==> config.mk <==
export PLATFORM = sky130hd
export DESIGN_NAME = rst_sequencer_flat
export DESIGN_NICKNAME = d
export VERILOG_FILES = /design/src/rtl/rst_seq_pkg.sv /design/src/rtl/rst_seq_if.sv /design/src/rtl/rst_sequencer_sync_2ff.sv /design/src/rtl/rst_sequencer.sv /design/src/flat_wrapper.sv
export SDC_FILE = /design/constraint.sdc
export NUM_CORES = 1
export LEC_CHECK = 0
export CELL_PAD_IN_SITES_DETAIL_PLACEMENT = 0
export CELL_PAD_IN_SITES_GLOBAL_PLACEMENT = 2
export CORE_UTILIZATION = 35
export DETAILED_ROUTE_END_ITERATION = 16
export HOLD_SLACK_MARGIN = 0.03
export PLACE_DENSITY_LB_ADDON = 0.12
export RECOVER_POWER = 25
export SLEW_MARGIN = 25
export SYNTH_ARGS = -nofsm -noshare
export SYNTH_HDL_FRONTEND = slang
export SYNTH_SLANG_ARGS = --single-unit
==> constraint.sdc <==
create_clock -name clk -period 2.55 [get_ports clk]
set_input_delay 0.51 -clock clk [delete_from_list [all_inputs] [get_ports clk]]
set_output_delay 0.51 -clock clk [all_outputs]
set_load 0.005 [all_outputs]
==> src/rtl/rst_seq_pkg.sv <==
// Shared state encoding and widths for the staged reset sequencer.
// Pure types and helpers; no latency, no flow control.
package rst_seq_pkg;

  typedef enum logic [2:0] {
    HOLD     = 3'd0,
    PLL_WAIT = 3'd1,
    DAC      = 3'd2,
    RUN      = 3'd3,
    FAIL     = 3'd4
  } state_t;

  localparam int RETRY_W = 2;

  // {pll_rst, dac_rst, dsp_rst} for a given state; release is strictly ordered
  function automatic logic [2:0] rst_decode(state_t s);
    logic [2:0] r;
    case (s)
      PLL_WAIT: r = 3'b011;
      DAC:      r = 3'b001;
      RUN:      r = 3'b000;
      default:  r = 3'b111;
    endcase
    return r;
  endfunction

endpackage

==> src/rtl/rst_seq_if.sv <==
// Control/status bundle between the reset sequencer and the TX chain.
// Level signals only; no latency of its own, no backpressure.
interface rst_seq_if;
  import rst_seq_pkg::*;

  logic               soft_rst;
  logic               pll_locked;
  logic               pll_rst;
  logic               dac_rst;
  logic               dsp_rst;
  logic               ready;
  logic               fail;
  logic               lock_lost;
  logic [RETRY_W-1:0] retry_cnt;

  modport master (
    input  soft_rst, pll_locked,
    output pll_rst, dac_rst, dsp_rst, ready, fail, lock_lost, retry_cnt
  );

  modport slave (
    output soft_rst, pll_locked,
    input  pll_rst, dac_rst, dsp_rst, ready, fail, lock_lost, retry_cnt
  );

endinterface

==> src/rtl/rst_sequencer_sync_2ff.sv <==
// Two-flop synchroniser for a single asynchronous level, cleared to 0 on reset.
// Latency 2 cycles; no backpressure.
module sync_2ff (
  input  logic clk,
  input  logic rst_n,
  input  logic d,
  output logic q
);

  logic meta;

  always_ff @(posedge clk or negedge rst_n) begin
    if (!rst_n) begin
      meta <= 1'b0;
      q    <= 1'b0;
    end else begin
      meta <= d;
      q    <= meta;
    end
  end

endmodule

==> src/rtl/rst_sequencer.sv <==
// Staged PLL -> DAC -> DSP reset release with lock qualification, timeout retry and sticky fail.
// Outputs registered from next state (1 cycle); no backpressure, status-only outputs.
module rst_sequencer
  import rst_seq_pkg::*;
#(
  parameter int HOLD_CYCLES  = 16,
  parameter int LOCK_STABLE  = 64,
  parameter int LOCK_TIMEOUT = 4096,
  parameter int DAC_DLY      = 32,
  parameter int MAX_RETRY    = 3,
  parameter int CNT_W        = 16
) (
  input  logic      clk,
  input  logic      reset_n,
  rst_seq_if.master bus
);

  localparam longint CNT_LIM = longint'(1) << CNT_W;
  localparam bit CFG_OK = (CNT_W >= 1) && (CNT_W <= 31) &&
                          (HOLD_CYCLES  >= 1) && (HOLD_CYCLES  < CNT_LIM) &&
                          (LOCK_STABLE  >= 1) && (LOCK_STABLE  < CNT_LIM) &&
                          (LOCK_TIMEOUT >= 1) && (LOCK_TIMEOUT < CNT_LIM) &&
                          (DAC_DLY      >= 1) && (DAC_DLY      < CNT_LIM) &&
                          (MAX_RETRY    >= 0) && (MAX_RETRY    < (1 << RETRY_W));

  if (!CFG_OK) begin : g_cfg_err
    $error("rst_sequencer: a count parameter does not fit CNT_W or MAX_RETRY exceeds retry_cnt");
  end

  localparam logic [CNT_W-1:0]   CNT_ONE      = CNT_W'(1);
  localparam logic [CNT_W-1:0]   HOLD_LAST    = CNT_W'(HOLD_CYCLES - 1);
  localparam logic [CNT_W-1:0]   STABLE_LAST  = CNT_W'(LOCK_STABLE - 1);
  localparam logic [CNT_W-1:0]   TIMEOUT_LAST = CNT_W'(LOCK_TIMEOUT - 1);
  localparam logic [CNT_W-1:0]   DAC_LAST     = CNT_W'(DAC_DLY - 1);
  localparam logic [RETRY_W-1:0] RETRY_MAX    = RETRY_W'(MAX_RETRY);
  localparam logic [RETRY_W-1:0] RETRY_ONE    = RETRY_W'(1);

  state_t             state, state_nxt;
  logic [CNT_W-1:0]   cnt, cnt_nxt;
  logic [CNT_W-1:0]   stable, stable_nxt;
  logic [CNT_W-1:0]   tcnt, tcnt_nxt;
  logic [RETRY_W-1:0] retry_q, retry_nxt;
  logic               pll_lk_s;
  logic               enter_hold;

  logic pll_rst_d, dac_rst_d, dsp_rst_d, ready_d, fail_d, lock_lost_d;
  logic pll_rst_q, dac_rst_q, dsp_rst_q, ready_q, fail_q, lock_lost_q;

  sync_2ff u_lock_sync (
    .clk   (clk),
    .rst_n (reset_n),
    .d     (bus.pll_locked),
    .q     (pll_lk_s)
  );

  always_ff @(posedge clk or negedge reset_n) begin
    if (!reset_n) begin
      state   <= HOLD;
      cnt     <= '0;
      stable  <= '0;
      tcnt    <= '0;
      retry_q <= '0;
    end else begin
      state   <= state_nxt;
      cnt     <= cnt_nxt;
      stable  <= stable_nxt;
      tcnt    <= tcnt_nxt;
      retry_q <= retry_nxt;
    end
  end

  always_comb begin
    state_nxt  = state;
    cnt_nxt    = cnt;
    stable_nxt = stable;
    tcnt_nxt   = tcnt;
    retry_nxt  = retry_q;
    if (bus.soft_rst) begin
      state_nxt = HOLD;
      retry_nxt = '0;
    end else begin
      case (state)
        HOLD: begin
          if (cnt == HOLD_LAST) begin
            state_nxt = PLL_WAIT;
            cnt_nxt   = '0;
          end else begin
            cnt_nxt = cnt + CNT_ONE;
          end
        end
        PLL_WAIT: begin
          tcnt_nxt   = tcnt + CNT_ONE;
          stable_nxt = pll_lk_s ? stable + CNT_ONE : '0;
          // qualification wins over a timeout landing on the same cycle
          if (pll_lk_s && stable == STABLE_LAST) begin
            state_nxt  = DAC;
            stable_nxt = '0;
            tcnt_nxt   = '0;
          end else if (tcnt == TIMEOUT_LAST) begin
            stable_nxt = '0;
            tcnt_nxt   = '0;
            if (retry_q < RETRY_MAX) begin
              state_nxt = HOLD;
              retry_nxt = retry_q + RETRY_ONE;
            end else begin
              state_nxt = FAIL;
            end
          end
        end
        DAC: begin
          if (!pll_lk_s) begin
            state_nxt = HOLD;
          end else if (cnt == DAC_LAST) begin
            state_nxt = RUN;
            cnt_nxt   = '0;
          end else begin
            cnt_nxt = cnt + CNT_ONE;
          end
        end
        RUN: begin
          if (!pll_lk_s) begin
            state_nxt = HOLD;
            retry_nxt = '0;
          end
        end
        FAIL:    state_nxt = FAIL;
        default: state_nxt = HOLD;
      endcase
    end
    // a fresh HOLD always starts its counters from zero
    enter_hold = bus.soft_rst || (state != HOLD && state_nxt == HOLD);
    if (enter_hold) begin
      cnt_nxt    = '0;
      stable_nxt = '0;
      tcnt_nxt   = '0;
    end
  end

  always_comb begin
    {pll_rst_d, dac_rst_d, dsp_rst_d} = rst_decode(state_nxt);
    ready_d     = (state_nxt == RUN);
    fail_d      = (state_nxt == FAIL);
    lock_lost_d = (state == RUN) && (state_nxt == HOLD) && !bus.soft_rst;
  end

  always_ff @(posedge clk or negedge reset_n) begin
    if (!reset_n) begin
      pll_rst_q   <= 1'b1;
      dac_rst_q   <= 1'b1;
      dsp_rst_q   <= 1'b1;
      ready_q     <= 1'b0;
      fail_q      <= 1'b0;
      lock_lost_q <= 1'b0;
    end else begin
      pll_rst_q   <= pll_rst_d;
      dac_rst_q   <= dac_rst_d;
      dsp_rst_q   <= dsp_rst_d;
      ready_q     <= ready_d;
      fail_q      <= fail_d;
      lock_lost_q <= lock_lost_d;
    end
  end

  assign bus.pll_rst   = pll_rst_q;
  assign bus.dac_rst   = dac_rst_q;
  assign bus.dsp_rst   = dsp_rst_q;
  assign bus.ready     = ready_q;
  assign bus.fail      = fail_q;
  assign bus.lock_lost = lock_lost_q;
  assign bus.retry_cnt = retry_q;

  a_release_order: assert property (@(posedge clk) disable iff (!reset_n)
    (dac_rst_q || !pll_rst_q) && (dsp_rst_q || !dac_rst_q));

  a_ready_run: assert property (@(posedge clk) disable iff (!reset_n)
    (ready_q == !dsp_rst_q) && !(ready_q && fail_q));

endmodule

==> src/flat_wrapper.sv <==
// flat-port wrapper written by rule: the top's interface ports become plain ports
module rst_sequencer_flat import rst_seq_pkg::*;
#(
  parameter int HOLD_CYCLES  = 16,
  parameter int LOCK_STABLE  = 64,
  parameter int LOCK_TIMEOUT = 4096,
  parameter int DAC_DLY      = 32,
  parameter int MAX_RETRY    = 3,
  parameter int CNT_W        = 16
)
  (clk, reset_n, bus_soft_rst, bus_pll_locked, bus_pll_rst, bus_dac_rst, bus_dsp_rst, bus_ready, bus_fail, bus_lock_lost, bus_retry_cnt);
  rst_seq_if bus_i ();
  input  logic clk;
  input  logic reset_n;
  input wire logic [$bits(bus_i.soft_rst)-1:0] bus_soft_rst;
  input wire logic [$bits(bus_i.pll_locked)-1:0] bus_pll_locked;
  output wire logic [$bits(bus_i.pll_rst)-1:0] bus_pll_rst;
  output wire logic [$bits(bus_i.dac_rst)-1:0] bus_dac_rst;
  output wire logic [$bits(bus_i.dsp_rst)-1:0] bus_dsp_rst;
  output wire logic [$bits(bus_i.ready)-1:0] bus_ready;
  output wire logic [$bits(bus_i.fail)-1:0] bus_fail;
  output wire logic [$bits(bus_i.lock_lost)-1:0] bus_lock_lost;
  output wire logic [$bits(bus_i.retry_cnt)-1:0] bus_retry_cnt;
  assign bus_i.soft_rst = bus_soft_rst;
  assign bus_i.pll_locked = bus_pll_locked;
  assign bus_pll_rst = bus_i.pll_rst;
  assign bus_dac_rst = bus_i.dac_rst;
  assign bus_dsp_rst = bus_i.dsp_rst;
  assign bus_ready = bus_i.ready;
  assign bus_fail = bus_i.fail;
  assign bus_lock_lost = bus_i.lock_lost;
  assign bus_retry_cnt = bus_i.retry_cnt;
  rst_sequencer #(.HOLD_CYCLES(HOLD_CYCLES), .LOCK_STABLE(LOCK_STABLE), .LOCK_TIMEOUT(LOCK_TIMEOUT), .DAC_DLY(DAC_DLY), .MAX_RETRY(MAX_RETRY), .CNT_W(CNT_W)) u_core (.clk(clk), .reset_n(reset_n), .bus(bus_i));
endmodule
======== Word level (Yosys, flattened, before mapping) ========
Index checks and enable logic that the tools add are counted.
storage, ports and cells
  flip-flop bits (word level) ............. 61
  input port bits ......................... 4
  output and inout port bits .............. 8
cells by class
  add/sub/neg operators ................... 4
  $lt $le $gt $ge ......................... 1
  equal/unequal tests ..................... 18
  muxes and demuxes ....................... 33
  reductions and logical operators ........ 15
operators with widths
  cell                                                               count
  16-bit 2-to-1 mux                                                  16
  16-bit by 1-bit adder with 16-bit output, second input constant    3
  16-bit case mux with 2 select lines                                1
  3-bit 2-to-1 mux                                                   8
  16-bit by 12-bit == test with 1-bit output, second input constant  1
  16-bit by 4-bit == test with 1-bit output, second input constant   1
  16-bit by 5-bit == test with 1-bit output, second input constant   1
  16-bit by 6-bit == test with 1-bit output, second input constant   1
  3-bit case mux with 5 select lines                                 1
  3-bit by 2-bit == test with 1-bit output, second input constant    4
  2-bit 2-to-1 mux                                                   5
  3-bit by 2-bit != test with 1-bit output, second input constant    3
  3-bit case mux with 3 select lines                                 1
  3-bit nonzero test                                                 3
  3-bit by 1-bit == test with 1-bit output, second input constant    2
  3-bit == test, second input constant                               2
  3-bit zero test                                                    2
  3-bit != test, second input constant                               2
  5-bit AND reduction                                                1
  1-bit logical AND                                                  4
  2-bit case mux with 2 select lines                                 1
  3-bit AND reduction                                                1
  2-bit by 1-bit adder with 2-bit output, second input constant      1
  2-bit less-than comparator, second input constant                  1
  other kinds (5)                                                    5

======== Logic depth before layout (Yosys ltp) ========
  word-level depth ........................ 11
  mapped depth ............................ 8

======== Hierarchy ========
Synthesis repeated with hierarchy kept, for this count alone.
unflattened totals
  cells, all modules ...................... 392
  area total of the unflattened synthesis .. 3,418.3 µm²
modules (own cells, without submodules)
  module         instances  cells each  area an instance (µm²)
  rst_sequencer  1          390         3,368.2
  sync_2ff       1          2           50.0

======== Worst setup path before layout ========
No wires, ideal clock.
  path kind ............................... register to register
  from .................................... register u_core.stable[0]
  to ...................................... register u_core.stable[0]
  arrival ................................. 2.275 ns
  required time ........................... 2.424 ns
  setup slack ............................. 0.149 ns
  cell stages (with the launch flop) ...... 9
  path buffers ............................ 2
  clock period less this slack ............ 2.401 ns
  cell sequence ........................... dfrtp_1 > ha_1 > or4b_2 > nor4_1 > nand4b_1 > a21o_1 > buf_2 > buf_2 > a21oi_1
between the ends
  word-level cells in the longest chain between the ends .. 10
ends and longest elaborated chain
  what                                                                               line                 source
  from (decl)                                                                        rst_sequencer.sv:40  logic [CNT_W-1:0] stable, stable_nxt;
  from (signal assigned)                                                             rst_sequencer.sv:66  stable <= stable_nxt;
  branches (longest 10 deep; another with 16-bit by 1-bit adder with 16-bit output)  -
Parallel ways; which one is timed is not known. The select of a mux whose other input is x is not followed.
A chain may end at the register's enable or synchronous reset.

======== Final worst setup path ========
  from .................................... register u_core.tcnt[12]
  to ...................................... register u_core.tcnt[11]
between the ends
  word-level cells in the longest chain between the ends .. 10
ends and longest elaborated chain
  what                                                                                                    line                  source
  from (decl)                                                                                             rst_sequencer.sv:41   logic [CNT_W-1:0] tcnt, tcnt_nxt;
  from (signal assigned)                                                                                  rst_sequencer.sv:67   tcnt <= tcnt_nxt;
  16-bit by 12-bit == test with 1-bit output *                                                            rst_sequencer.sv:99   end else if (tcnt == TIMEOUT_LAST) begin
  3-bit 2-to-1 mux                                                                                        rst_sequencer.sv:99
  3-bit 2-to-1 mux                                                                                        rst_sequencer.sv:95   if (pll_lk_s && stable == STABLE_LAST) begin
  3-bit case mux with 5 select lines                                                                      rst_sequencer.sv:82   case (state)
  3-bit 2-to-1 mux                                                                                        rst_sequencer.sv:78   if (bus.soft_rst) begin
  3-bit zero test                                                                                         rst_sequencer.sv:131  enter_hold = bus.soft_rst || (state != HOLD && state_nxt == HOLD);
  1-bit logical AND                                                                                       rst_sequencer.sv:131
  1-bit logical OR                                                                                        rst_sequencer.sv:131
  2-bit by 1-bit != test with 1-bit output (no source line) / 2-bit nonzero test (equally long branches)  -
  2-bit AND reduction (no source line)                                                                    -
Every way passes the cells marked *; elsewhere a longest branch is shown, timed or not. The select of a mux whose other input is x is not followed.

==> results.md <==
| Quantity | Value |
| --- | --- |
| Yosys warning total | 0 |
| Flip-flop and latch count after synthesis | 61 |
| Area occupied by multi-input gates | 1870 um^2 |
| Crit path max-delay family | simple AND/OR/NAND/NOR gates |
| Initial antenna violation count | 0 |
| Cell type of the slowest stage on the worst timing path | or4_4 |
| Overall overflow remaining after global route | 0 |
| Required time worst endpoint | 2.77 ns |
| Final worst path period share | 98.0% |
| Dominant combinational cell family by area after synthesis | simple AND/OR/NAND/NOR gates |
| Critical R2R Capture | u_core.tcnt[11]$_DFFE_PN0P_ |
| Count of nets after finishing | 439 |
| Compound-gate portion of the synthesized area | 20.3% |
| Post-layout min period | 2.50 ns |
| Peak supply drop | 264 uV |
| Number of distinct library cells after synthesis | 49 |
| Cell types occupying the most area after synthesis | dfrtp_1 (42%), a21oi_1 (5.3%), a22oi_1 (4.9%) |
| PnR Total Power | 1840 uW |
| Depth of the worst hold-timing path | 0 |
| Synthesized net count | 399 |
| Crit-path max FO | 8 |
| Wire length of the first global-routing pass | 15.6 mm |
| Die H | 102 um |
| Simple-Gate Fraction of Synth Area | 25.8% |
| Leakage | 0.00169 uW |
| Setup repair after global routing missed its margin | true |
| Launch instance of the worst register-to-register path | u_core.tcnt[12]$_DFFE_PN0P_ |
| Gpl congestion | 0.757 |
| Number of clock buffers inserted by TritonCTS | 9 |
| Flop2flop setup slack | 0.05 ns |
| Achievable frequency | 0.400 GHz |
| Async SR Flop Fraction | 100% |
| Number of routed nets with antenna violations | 0 |
| Violations in the final reports | max-capacitance violations, max-slew violations |
| Count of H-tree levels built during CTS | 3 |
| Hold WC Path Type | reg -> reg |
| Sort of element at the end of the critical path | flip-flop |
| Area share of the leading cell type in the synthesized netlist | 41.5% |
| Avg Synthesized Cell Area | 8.93 um^2 |
| Finished layout cell area | 4220 um^2 |
| Final Hold Violating Endpoints | 0 |
| Detail Placement HPWL | 6.31 mm |
| Max-capacitance violation count | 1 |
| Cell repeated most along the worst path | or4_4 |
| Clock slew at reported path FFs | 0.07 ns |
| Most instantiated cells after synthesis | dfrtp_1 (58), a21oi_1 (37), nand2_1 (36) |
| P per Cell Area | 436 nW/um^2 |
| Cell with the most instances after synthesis | dfrtp_1 |
| Area occupied by registers | 1530 um^2 |
| Hold Path Sink | u_core.u_lock_sync.q$_DFF_PN0_ |
| Final Skew | 0.0124 ns |
| Post-cts hold buffer count | 0 |
| Die width | 102 um |
| Number of buffers and inverters on the critical path | 2 |
| Floorplan die area | 10400 um^2 |
| Adder-cell share of the synthesized area | 1.43% |
| Dominant cell type by area after synthesis | dfrtp_1 |
| Total core area | 9730 um^2 |
| Worst Setup Start Kind | flip-flop |
| Pre-CTS setup slack | -0.0223 ns |
| Setup-violating endpoint count in the final report | 0 |
| Antenna diodes | 0 |
| Placement Cell Area | 4010 um^2 |
| Overall routing resource usage | 19.5% |
| Top FF cell, synth | dfrtp_1 |
| Routed wire length | 9.39 mm |
| Measured slew at the worst slew-check pin | 1.53 ns |
| Stage delay of the slowest cell on the critical path | 0.56 ns |
| Mux contribution to synthesized area | 1.22% |
| Fraction of final layout cells sized beyond drive strength 1 | 17.0% |
| Setup CP Type | reg -> reg |
| Maximum buffer depth of the clock tree | 2 |
| Clock latency reported for the late side of the worst-skew pair | 0.34 ns |
| # clock sinks | 61 |
| Pre-Repair DR Iteration Count | 4 |
| Via count of the first global-routing pass | 2998 |
| Top-level port count | 12 |
| TritonCTS clock tree | built |
| Worst-case headroom to the max-slew limit | -1.69% |
| Maximum number of pins on one net before global-route repair | 34 |
| Via count | 3114 |
| Number of buffer cells added on primary ports | 11 |
| Least setup slack across all paths after layout | 0.0513 ns |
| Startpoint of the worst hold path | u_core.u_lock_sync.meta$_DFF_PN0_ |
| Cell Chain, Critical Path | or4_4, or4_4, o21a_1, o31ai_4, buf_4, buf_6, a22oi_1 |
| EDFF count, synth | 0 |
| Number of pins with negative max-slew slack in the final report | 28 |
| Number of filler instances in the final layout | 995 |
| Share of the synthesized netlist area taken by xor and xnor gates | 3.51% |
| Gate count after technology mapping | 391 |
| Routed len/inst | 16.5 um |
| Buffer cell driving the clock tree root | clkbuf_8 |
| Share of the yosys chip area belonging to registers | 43.8% |
| Data arrival time of the worst path | 2.72 ns |
| Detailed-route DRC error count | 0 |
| Depth of the worst register-to-register path | 7 |
| Initial Utilization | 35.9% |
| Area grow syn2layout | 20.9% |
| Iteration-0 DRC Markers | 165 |
| Core Rows | 36 |
| Netlist Area Pre-Place | 3490 um^2 |
| Result of the run | complete, but fails checks |
| Via/cell ratio | 5.47 |
-- layout make-up --
class | instances | area share (%)
multi-input combinational | 298 | 44.2
sequential | 61 | 36.2
timing repair buffer | 52 | 10.8
tap | 133 | 3.94
clock buffer | 12 | 3.44
inverter | 9 | 0.800
clock inverter | 4 | 0.593
-- placed cells by master (no fill, tap or decap), types with 3 or more instances in the layout --
cell,n
a211oi_1,9
a21oi_1,37
a22oi_1,23
a31oi_1,7
and2_1,3
and3_1,5
and4_1,4
buf_12,3
buf_4,35
clkbuf_1,3
clkbuf_8,10
clkdlybuf4s50_1,9
dfrtp_1,58
dfstp_2,3
ha_1,4
inv_1,9
nand2_1,36
nand2b_1,3
nand3_1,21
nand3b_1,7
nand4_1,10
nand4b_1,4
nor2_1,28
nor3_1,16
nor4_1,7
o21ai_0,20
o31ai_1,3
or4_1,3
xnor2_1,13
-- worst max-delay path by stage --
stage,start,depth (start not counted),slack (ns),end
2_1_floorplan,u_core.stable[0]$_DFFE_PN0P_,8,0.15,u_core.stable[0]$_DFFE_PN0P_
3_3_place_gp,u_core.stable[0]$_DFFE_PN0P_,8,0.008,u_core.stable[9]$_DFFE_PN0P_
3_5_place_dp,u_core.stable[0]$_DFFE_PN0P_,8,-0.02,u_core.stable[9]$_DFFE_PN0P_
4_1_cts,u_core.stable[0]$_DFFE_PN0P_,8,0.0003,u_core.stable[9]$_DFFE_PN0P_
5_1_grt,u_core.tcnt[12]$_DFFE_PN0P_,7,-0.04,u_core.tcnt[10]$_DFFE_PN0P_
6_report,u_core.tcnt[12]$_DFFE_PN0P_,7,0.05,u_core.tcnt[11]$_DFFE_PN0P_
-- registers in the layout (all words and copies together), names as in the netlist --
register                 count
u_core.bus.dac_rst           1
u_core.state                 3
u_core.cnt                  16
u_core.tcnt                 16
u_core.bus.lock_lost         1
u_core.bus.retry_cnt         2
u_core.bus.fail              1
u_core.bus.dsp_rst           1
u_core.bus.ready             1
u_core.bus.pll_rst           1
u_core.stable               16
u_core.u_lock_sync.q         1
u_core.u_lock_sync.meta      1
-- worst register-to-register path, stage by stage, from the launching register on --
cell and delay [ns]:
dfrtp_1 0.39, or4_4 0.56, or4_4 0.51, o21a_1 0.23, o31ai_4 0.28, buf_4 0.19
buf_6 0.14, a22oi_1 0.09
-- repair_timing --
item / in CTS / in global routing
gates cloned: 0 / 1
pin swaps: 0 / 1
endpoints found under the hold margin: 0 / 0
setup buffers: 0 / 2
setup endpoints to repair: 10 / 49
gates resized for setup: 1 / 9
-- power breakdown --
group	total, uW	internal, uW	leakage (uW)	switching (uW)
clock network	776	377	0.0000824	399
registers	981	974	0.000835	6.39
logic	86.0	29.5	0.000769	56.5
-- per-stage QoR --
step                      utilization [%]  setup TNS (ns)  cells  hold WS (ns)
after floorplan                         -               0    391         0.214
after global placement               41.2               0    550         0.413
after detailed placement             41.2         -0.0223    550         0.389
after CTS                            43.0               0    566         0.215
after global routing                 43.4          -0.285    569         0.418
final                                43.4               0    569         0.399
-- layer usage --
layer  global-route usage (%)  share of wire [%]
met1                     28.9                 52
met2                     29.3                 44
met3                     4.04                3.2
met4                     4.51               0.68
met5                        0                  0
-- cell families (layout without fill, tap and decap cells) --
kind of cell / after synthesis / after routing
AND/OR/NAND/NOR: 164 / 164
AO/OA/AOI/OAI: 112 / 112
flip-flops: 61 / 61
buffers and inverters: 32 / 77
XOR/XNOR: 14 / 14
adder cells (fa/ha/maj): 4 / 4
multiplexers: 4 / 4
Note: power is estimated with default switching activity, not from simulation.
